<file path="src/rtl/nibble_serial_sub_ctrl_pkg.sv">
// Shared types and constants for the nibble-serial subtract controller.
package nibble_serial_sub_ctrl_pkg;

  // Width of the single shared subtract slice.
  localparam int NIBBLE_W = 4;

  // Controller sequencing states.
  typedef enum logic [1:0] {
    IDLE = 2'd0,
    RUN  = 2'd1,
    DONE = 2'd2
  } state_t;

  // Nibble index width: clog2 of the nibble count, never narrower than one bit.
  function automatic int idx_width(input int nibbles);
    return (nibbles > 1) ? $clog2(nibbles) : 1;
  endfunction

endpackage

</file>
<file path="src/rtl/nibble_serial_sub_ctrl_if.sv">
// Operand/result handshake bundle between an operand source, the controller
// and a result consumer.
interface nibble_serial_sub_ctrl_if #(
  parameter int NIBBLES = 4
) ();
  localparam int W = 4 * NIBBLES;

  logic         in_valid;
  logic         in_ready;
  logic [W-1:0] a;
  logic [W-1:0] b;
  logic         borrow_in;
  logic         out_valid;
  logic         out_ready;
  logic [W-1:0] diff;
  logic         borrow_out;
  logic         zero;
  logic         busy;

  // Operand source and result consumer side.
  modport master (
    output in_valid, a, b, borrow_in, out_ready,
    input  in_ready, out_valid, diff, borrow_out, zero, busy
  );

  // Controller side.
  modport slave (
    input  in_valid, a, b, borrow_in, out_ready,
    output in_ready, out_valid, diff, borrow_out, zero, busy
  );
endinterface

</file>
<file path="src/rtl/nibble_serial_sub_ctrl_slice.sv">
// Combinational 4-bit subtract slice: a + ~b + ~borrow_in, built as a
// ripple of full adders. The carry out is the inverted nibble borrow.
module nibble_sub_slice
  import nibble_serial_sub_ctrl_pkg::*;
(
  input  logic [NIBBLE_W-1:0] a,
  input  logic [NIBBLE_W-1:0] b,
  input  logic                borrow_in,
  output logic [NIBBLE_W-1:0] diff,
  output logic                borrow_out
);

  logic [NIBBLE_W:0]   carry;
  logic [NIBBLE_W-1:0] b_inv;

  assign b_inv    = ~b;
  assign carry[0] = ~borrow_in;

  for (genvar i = 0; i < NIBBLE_W; i++) begin : g_fa
    assign diff[i]    = a[i] ^ b_inv[i] ^ carry[i];
    assign carry[i+1] = (a[i] & b_inv[i]) | (a[i] & carry[i]) | (b_inv[i] & carry[i]);
  end

  assign borrow_out = ~carry[NIBBLE_W];

endmodule

</file>
<file path="src/rtl/nibble_serial_sub_ctrl.sv">
// Wide unsigned subtractor (a - b - borrow_in) that reuses one 4-bit slice,
// processing one nibble per clock, least significant nibble first.
module nibble_serial_sub_ctrl
  import nibble_serial_sub_ctrl_pkg::*;
#(
  parameter int NIBBLES = 4
) (
  input logic                    clk,
  input logic                    rst_n,
  nibble_serial_sub_ctrl_if.slave bus
);

  localparam int W     = NIBBLE_W * NIBBLES;
  localparam int IDX_W = idx_width(NIBBLES);
  localparam logic [IDX_W-1:0] LAST_IDX = IDX_W'(NIBBLES - 1);

  state_t             state;
  state_t             next_state;
  logic [IDX_W-1:0]   idx;
  logic [W-1:0]       a_sh;
  logic [W-1:0]       b_sh;
  logic [W-1:0]       res_acc;
  logic [W-1:0]       res_next;
  logic [W-1:0]       diff_q;
  logic               borrow_q;
  logic               borrow_out_q;
  logic               zero_q;
  logic               in_ready;
  logic               accept;
  logic               out_valid;
  logic               busy;
  logic               last_nib;
  logic [NIBBLE_W-1:0] slice_d;
  logic               slice_borrow;

  // The one shared datapath slice always sees the low nibble of the shifters.
  nibble_sub_slice u_slice (
    .a          (a_sh[NIBBLE_W-1:0]),
    .b          (b_sh[NIBBLE_W-1:0]),
    .borrow_in  (borrow_q),
    .diff       (slice_d),
    .borrow_out (slice_borrow)
  );

  // State register.
  always_ff @(posedge clk or negedge rst_n) begin
    if (!rst_n) state <= IDLE;
    else        state <= next_state;
  end

  // Next-state logic; a DONE with a same-edge accept skips IDLE entirely.
  always_comb begin
    next_state = state;
    case (state)
      IDLE: if (accept) next_state = RUN;
      RUN:  if (last_nib) next_state = DONE;
      DONE: begin
        if (accept)             next_state = RUN;
        else if (bus.out_ready) next_state = IDLE;
      end
      default: next_state = IDLE;
    endcase
  end

  // Handshake and status decode from the current state.
  always_comb begin
    in_ready  = (state == IDLE) || ((state == DONE) && bus.out_ready);
    accept    = bus.in_valid && in_ready;
    out_valid = (state == DONE);
    busy      = (state == RUN);
    last_nib  = (state == RUN) && (idx == LAST_IDX);
  end

  // Merge the current slice result into the partially assembled difference.
  always_comb begin
    res_next = res_acc;
    for (int i = 0; i < NIBBLES; i++) begin
      if (idx == IDX_W'(i)) res_next[i*NIBBLE_W +: NIBBLE_W] = slice_d;
    end
  end

  // Operand shifting, borrow chaining and result capture.
  always_ff @(posedge clk or negedge rst_n) begin
    if (!rst_n) begin
      a_sh         <= '0;
      b_sh         <= '0;
      borrow_q     <= 1'b0;
      idx          <= '0;
      res_acc      <= '0;
      diff_q       <= '0;
      borrow_out_q <= 1'b0;
      zero_q       <= 1'b0;
    end else if (accept) begin
      a_sh     <= bus.a;
      b_sh     <= bus.b;
      borrow_q <= bus.borrow_in;
      idx      <= '0;
      res_acc  <= '0;
    end else if (state == RUN) begin
      a_sh     <= a_sh >> NIBBLE_W;
      b_sh     <= b_sh >> NIBBLE_W;
      borrow_q <= slice_borrow;
      idx      <= idx + 1'b1;
      res_acc  <= res_next;
      if (last_nib) begin
        // Visible result changes only here, so it holds through DONE and
        // after consumption until the next operation completes.
        diff_q       <= res_next;
        borrow_out_q <= slice_borrow;
        zero_q       <= (res_next == '0);
      end
    end
  end

  assign bus.in_ready   = in_ready;
  assign bus.out_valid  = out_valid;
  assign bus.busy       = busy;
  assign bus.diff       = diff_q;
  assign bus.borrow_out = borrow_out_q;
  assign bus.zero       = zero_q;

endmodule
</file>
<file path="src/flat_wrapper.sv">
// flat-port wrapper written by rule: the top's interface ports become plain ports
module nibble_serial_sub_ctrl_flat import nibble_serial_sub_ctrl_pkg::*;
#(
  parameter int NIBBLES = 4
)
  (clk, rst_n, bus_in_valid, bus_a, bus_b, bus_borrow_in, bus_out_ready, bus_in_ready, bus_out_valid, bus_diff, bus_borrow_out, bus_zero, bus_busy);
  nibble_serial_sub_ctrl_if #(.NIBBLES(NIBBLES)) bus_i ();
  input logic clk;
  input logic rst_n;
  input wire logic [$bits(bus_i.in_valid)-1:0] bus_in_valid;
  input wire logic [$bits(bus_i.a)-1:0] bus_a;
  input wire logic [$bits(bus_i.b)-1:0] bus_b;
  input wire logic [$bits(bus_i.borrow_in)-1:0] bus_borrow_in;
  input wire logic [$bits(bus_i.out_ready)-1:0] bus_out_ready;
  output wire logic [$bits(bus_i.in_ready)-1:0] bus_in_ready;
  output wire logic [$bits(bus_i.out_valid)-1:0] bus_out_valid;
  output wire logic [$bits(bus_i.diff)-1:0] bus_diff;
  output wire logic [$bits(bus_i.borrow_out)-1:0] bus_borrow_out;
  output wire logic [$bits(bus_i.zero)-1:0] bus_zero;
  output wire logic [$bits(bus_i.busy)-1:0] bus_busy;
  assign bus_i.in_valid = bus_in_valid;
  assign bus_i.a = bus_a;
  assign bus_i.b = bus_b;
  assign bus_i.borrow_in = bus_borrow_in;
  assign bus_i.out_ready = bus_out_ready;
  assign bus_in_ready = bus_i.in_ready;
  assign bus_out_valid = bus_i.out_valid;
  assign bus_diff = bus_i.diff;
  assign bus_borrow_out = bus_i.borrow_out;
  assign bus_zero = bus_i.zero;
  assign bus_busy = bus_i.busy;
  nibble_serial_sub_ctrl #(.NIBBLES(NIBBLES)) u_core (.clk(clk), .rst_n(rst_n), .bus(bus_i));
endmodule
</file>
<file path="config.mk">
export PLATFORM = sky130hd
export DESIGN_NAME = nibble_serial_sub_ctrl_flat
export DESIGN_NICKNAME = d
export VERILOG_FILES = /design/src/rtl/nibble_serial_sub_ctrl_pkg.sv /design/src/rtl/nibble_serial_sub_ctrl_if.sv /design/src/rtl/nibble_serial_sub_ctrl_slice.sv /design/src/rtl/nibble_serial_sub_ctrl.sv /design/src/flat_wrapper.sv
export SDC_FILE = /design/constraint.sdc
export NUM_CORES = 1
export LEC_CHECK = 0
export ABC_CLOCK_PERIOD_IN_PS = 2700
export BUFFER_PORTS_ARGS = -buffer_cell sky130_fd_sc_hd__buf_2
export CAP_MARGIN = 15
export CORE_ASPECT_RATIO = 1.5
export CORE_MARGIN = 10
export CORE_UTILIZATION = 35
export DETAILED_ROUTE_END_ITERATION = 8
export HOLD_SLACK_MARGIN = 0.06
export PLACE_DENSITY_LB_ADDON = 0.2
export SYNTH_ARGS = -nofsm -noshare
export SYNTH_HDL_FRONTEND = slang
export SYNTH_HIERARCHICAL = 1
export SYNTH_SLANG_ARGS = --single-unit
</file>
<file path="constraint.sdc">
create_clock -name clk -period 2.7 [get_ports clk]
set_clock_uncertainty 0.15 [all_clocks]
set_input_delay 0.54 -clock clk [delete_from_list [all_inputs] [get_ports clk]]
set_output_delay 0.54 -clock clk [all_outputs]
set_load 0.02 [all_outputs]
</file>
==> summary.txt <==
Floorplan
  – Initial cell density of the core: 0.358
  – Cell Rows: 43
  – DIE AREA: 13800 sq um
  – Core area: 9200 sq um
  – Die Span Y: 139 um
  – Die X: 99.2 um
  – # IOs: 58

Worst setup path
  – Crit path kind: reg2reg
  – Worst EP required: 2760 ps
  – Data arrival, critical path: 2750 ps
  – Worst flop-to-flop path startpoint: u_core/a_sh[0]$_DFFE_PN0P_
  – CP Capture Type: flop
  – Launch point of the worst path: u_core/a_sh[0]$_DFFE_PN0P_
  – Critical Path Fanout Max: 7
  – Critical Path Source Type: flop

Detailed routing
  – WL/cell: 15.8 um
  – Total routed wirelength: 7.16 mm
  – DRT iter0 DRCs: 64
  – DRT Pass-1 Iters: 4
  – Routed Antenna Nets: 0
  – Drc violations: 0
  – Vias per cell: 4.71
  – Vias: 2139

Synthesis
  – Post-synthesis sequential area ratio: 0.509
  – EDFF count, synth: 0
  – Warnings, synthesis: 6
  – FFs w/ async S/R, synth: 1.00
  – Dominant cell type by area after synthesis: dfrtp_1
  – Synth area leaders: dfrtp_1 (51%), mux2i_1 (9.7%), mux2_2 (7.2%), mux2_4 (5.9%), nand2_1 (3.3%)
  – Seq cells post-synth: 67
  – Netlist cell types: 30
  – Top FF cell, synth: dfrtp_1
  – Synthesized cell area: 3290 sq um
  – Syn_area_per_cell: 11.8 sq um
  – Synthesized Nets: 325
  – Yosys top cell area share: 0.509
  – Post-Synthesis Cells: 280

Timing
  – Final min period: 2680 ps
  – Max Freq: 0.372 GHz
  – Relative slew slack: 0.520
  – Final setup vio count: 0
  – RSZ-0062 raised after global routing: yes
  – Final Hold Fails: 0
  – Final period utilization: 0.994
  – Slew Viols, Final: 0
  – Worst-Margin Slew: 720 ps

Power
  – Pwr Density: 1370 nW/um^2
  – Tot Pwr: 5.45 mW
  – VDD IR max: 0.542 mV
  – Leakage: 2.04 nW

Worst hold path
  – Worst hold path class: in2async

Layout
  – Layout cells sized above 1: 0.360
  – Diodes inserted: 0
  – Filler cells: 869
  – Final instance area: 3970 sq um
  – Post-layout nets: 382
  – Fin util: 0.432
  – Commonest non-fill, non-tap cell in the layout: dfrtp_1
  – Most frequent cells in the layout: dfrtp_1 (67), buf_2 (57), mux2i_1 (32)
  – Synth-to-Final Area Change: 20.7%

Global routing
  – Antenna violations before repair: 0
  – Total gr overflow: 0
  – First-pass GRT wire length: 12.3 mm
  – Largest net degree at the start of global routing: 39
  – GRT Total Usage: 0.111
  – Vias in the first global route: 2340

CTS
  – Total CTS buffers: 9
  – CTS tree: built
  – Max Root-Sink Buffers: 2
  – Worst-path clk slew: 50 ps
  – Clk sinks: 67
  – Clk root buf: clkbuf_16
  – CTS hold repair buffers: 0
  – Worst-Skew Late Latency: 330 ps
  – # H-tree levels: 3

Outcome
  – Run status: complete, no violations

Flow run
  – Max capacitance violation total: 0

Placement
  – Placed cell area: 3680 sq um
  – RePlAce Congestion: 0.775
  – I/O Buffers: 57
  – Hpwl dp: 5.25 mm
[path summary, 6_finish.rpt]
kind	end	slack, ps	cells after the start
min	u_core/bus.diff[5]$_DFFE_PN0P_	120	1
max	u_core/bus.diff[15]$_DFFE_PN0P_	20	8
max reg2reg	u_core/bus.diff[15]$_DFFE_PN0P_	20	8
max in group asynchronous	u_core/a_sh[14]$_DFFE_PN0P_	1630	2
min reg2reg	u_core/bus.diff[2]$_DFFE_PN0P_	320	2
min in group clk	u_core/state[1]$_DFFE_PN0P_	280	2
[final cells by class]
cell class | count | area, sq um | area share
Inverter | 21 | 78.8 | 0.0198
Clock buffer | 14 | 264 | 0.0664
Timing Repair Buffer | 68 | 380 | 0.0957
Sequential cell | 67 | 1680 | 0.422
Clock inverter | 2 | 10.0 | 0.00252
Multi-Input combinational cell | 170 | 1420 | 0.358
Tap cell | 112 | 140 | 0.0353
[synthesized netlist by cell type, types with 2 or more instances]
| library cell | count |
|---|---|
| nand2b_1 | 2 |
| buf_4 | 2 |
| buf_6 | 4 |
| and2_1 | 9 |
| nor4_1 | 4 |
| dfrtp_1 | 67 |
| clkbuf_1 | 10 |
| mux2_4 | 13 |
| mux2i_1 | 32 |
| fa_1 | 4 |
| buf_2 | 5 |
| nor2_1 | 14 |
| nand2_1 | 29 |
| nand3_1 | 3 |
| nand3b_1 | 4 |
| o21ai_0 | 14 |
| inv_1 | 20 |
| mux2_2 | 21 |
| ha_1 | 4 |
| a221o_1 | 9 |
[critical path, cell delays in order (launching register included)]
cell and delay (ps):
dfrtp_1 350, inv_2 50, fa_2 380, fa_2 350, fa_2 340, fa_1 500
inv_2 50, buf_4 150, mux2_2 250
[through the flow]
step           TNS [ps]  cells  hold WS, ps  setup slack, ps
5_1_grt            -444    454          179             -108
2_1_floorplan     -72.3    280         94.4            -72.3
3_3_place_gp      -54.4    437          310            -30.9
3_5_place_dp       -141    437          316            -67.3
4_1_cts           -36.6    453          154            -36.6
6_report              0    454          121             15.2
[report_power, final]
part           switching [mW]  total (mW)  internal (mW)
clock network           0.402        1.07          0.669
registers               0.286        1.74           1.45
logic                    1.40        2.64           1.24
[cells by family after synthesis]
group	synth area share
AOI/OAI and AO/OA	0.0593
xor gates and xnor gates	0.00266
adders and majority gates	0.0395
buffers and inverters	0.0623
DFF	0.509
muxes	0.228
and+or+nand+nor	0.0984
[registers in the layout (all words and copies together) (netlist names)]
register	count
u_core/b_sh	16
u_core/state	2
u_core/res_acc	12
u_core/borrow_q	1
u_core/a_sh	16
u_core/bus.diff	16
u_core/idx	2
u_core/bus.borrow_out	1
u_core/bus.zero	1
[layer usage]
metal	global-route usage	share of wire
met1	0.134	0.43
met2	0.171	0.49
met3	0.0454	0.068
met4	0.0431	0.014
met5	0	0
[what timing repair did]
action / CTS / global route
setup endpoints to repair: 5 / 8
resized for setup: 2 / 4
setup buffers: 0 / 1
Note: power is estimated with default switching activity, not from simulation.
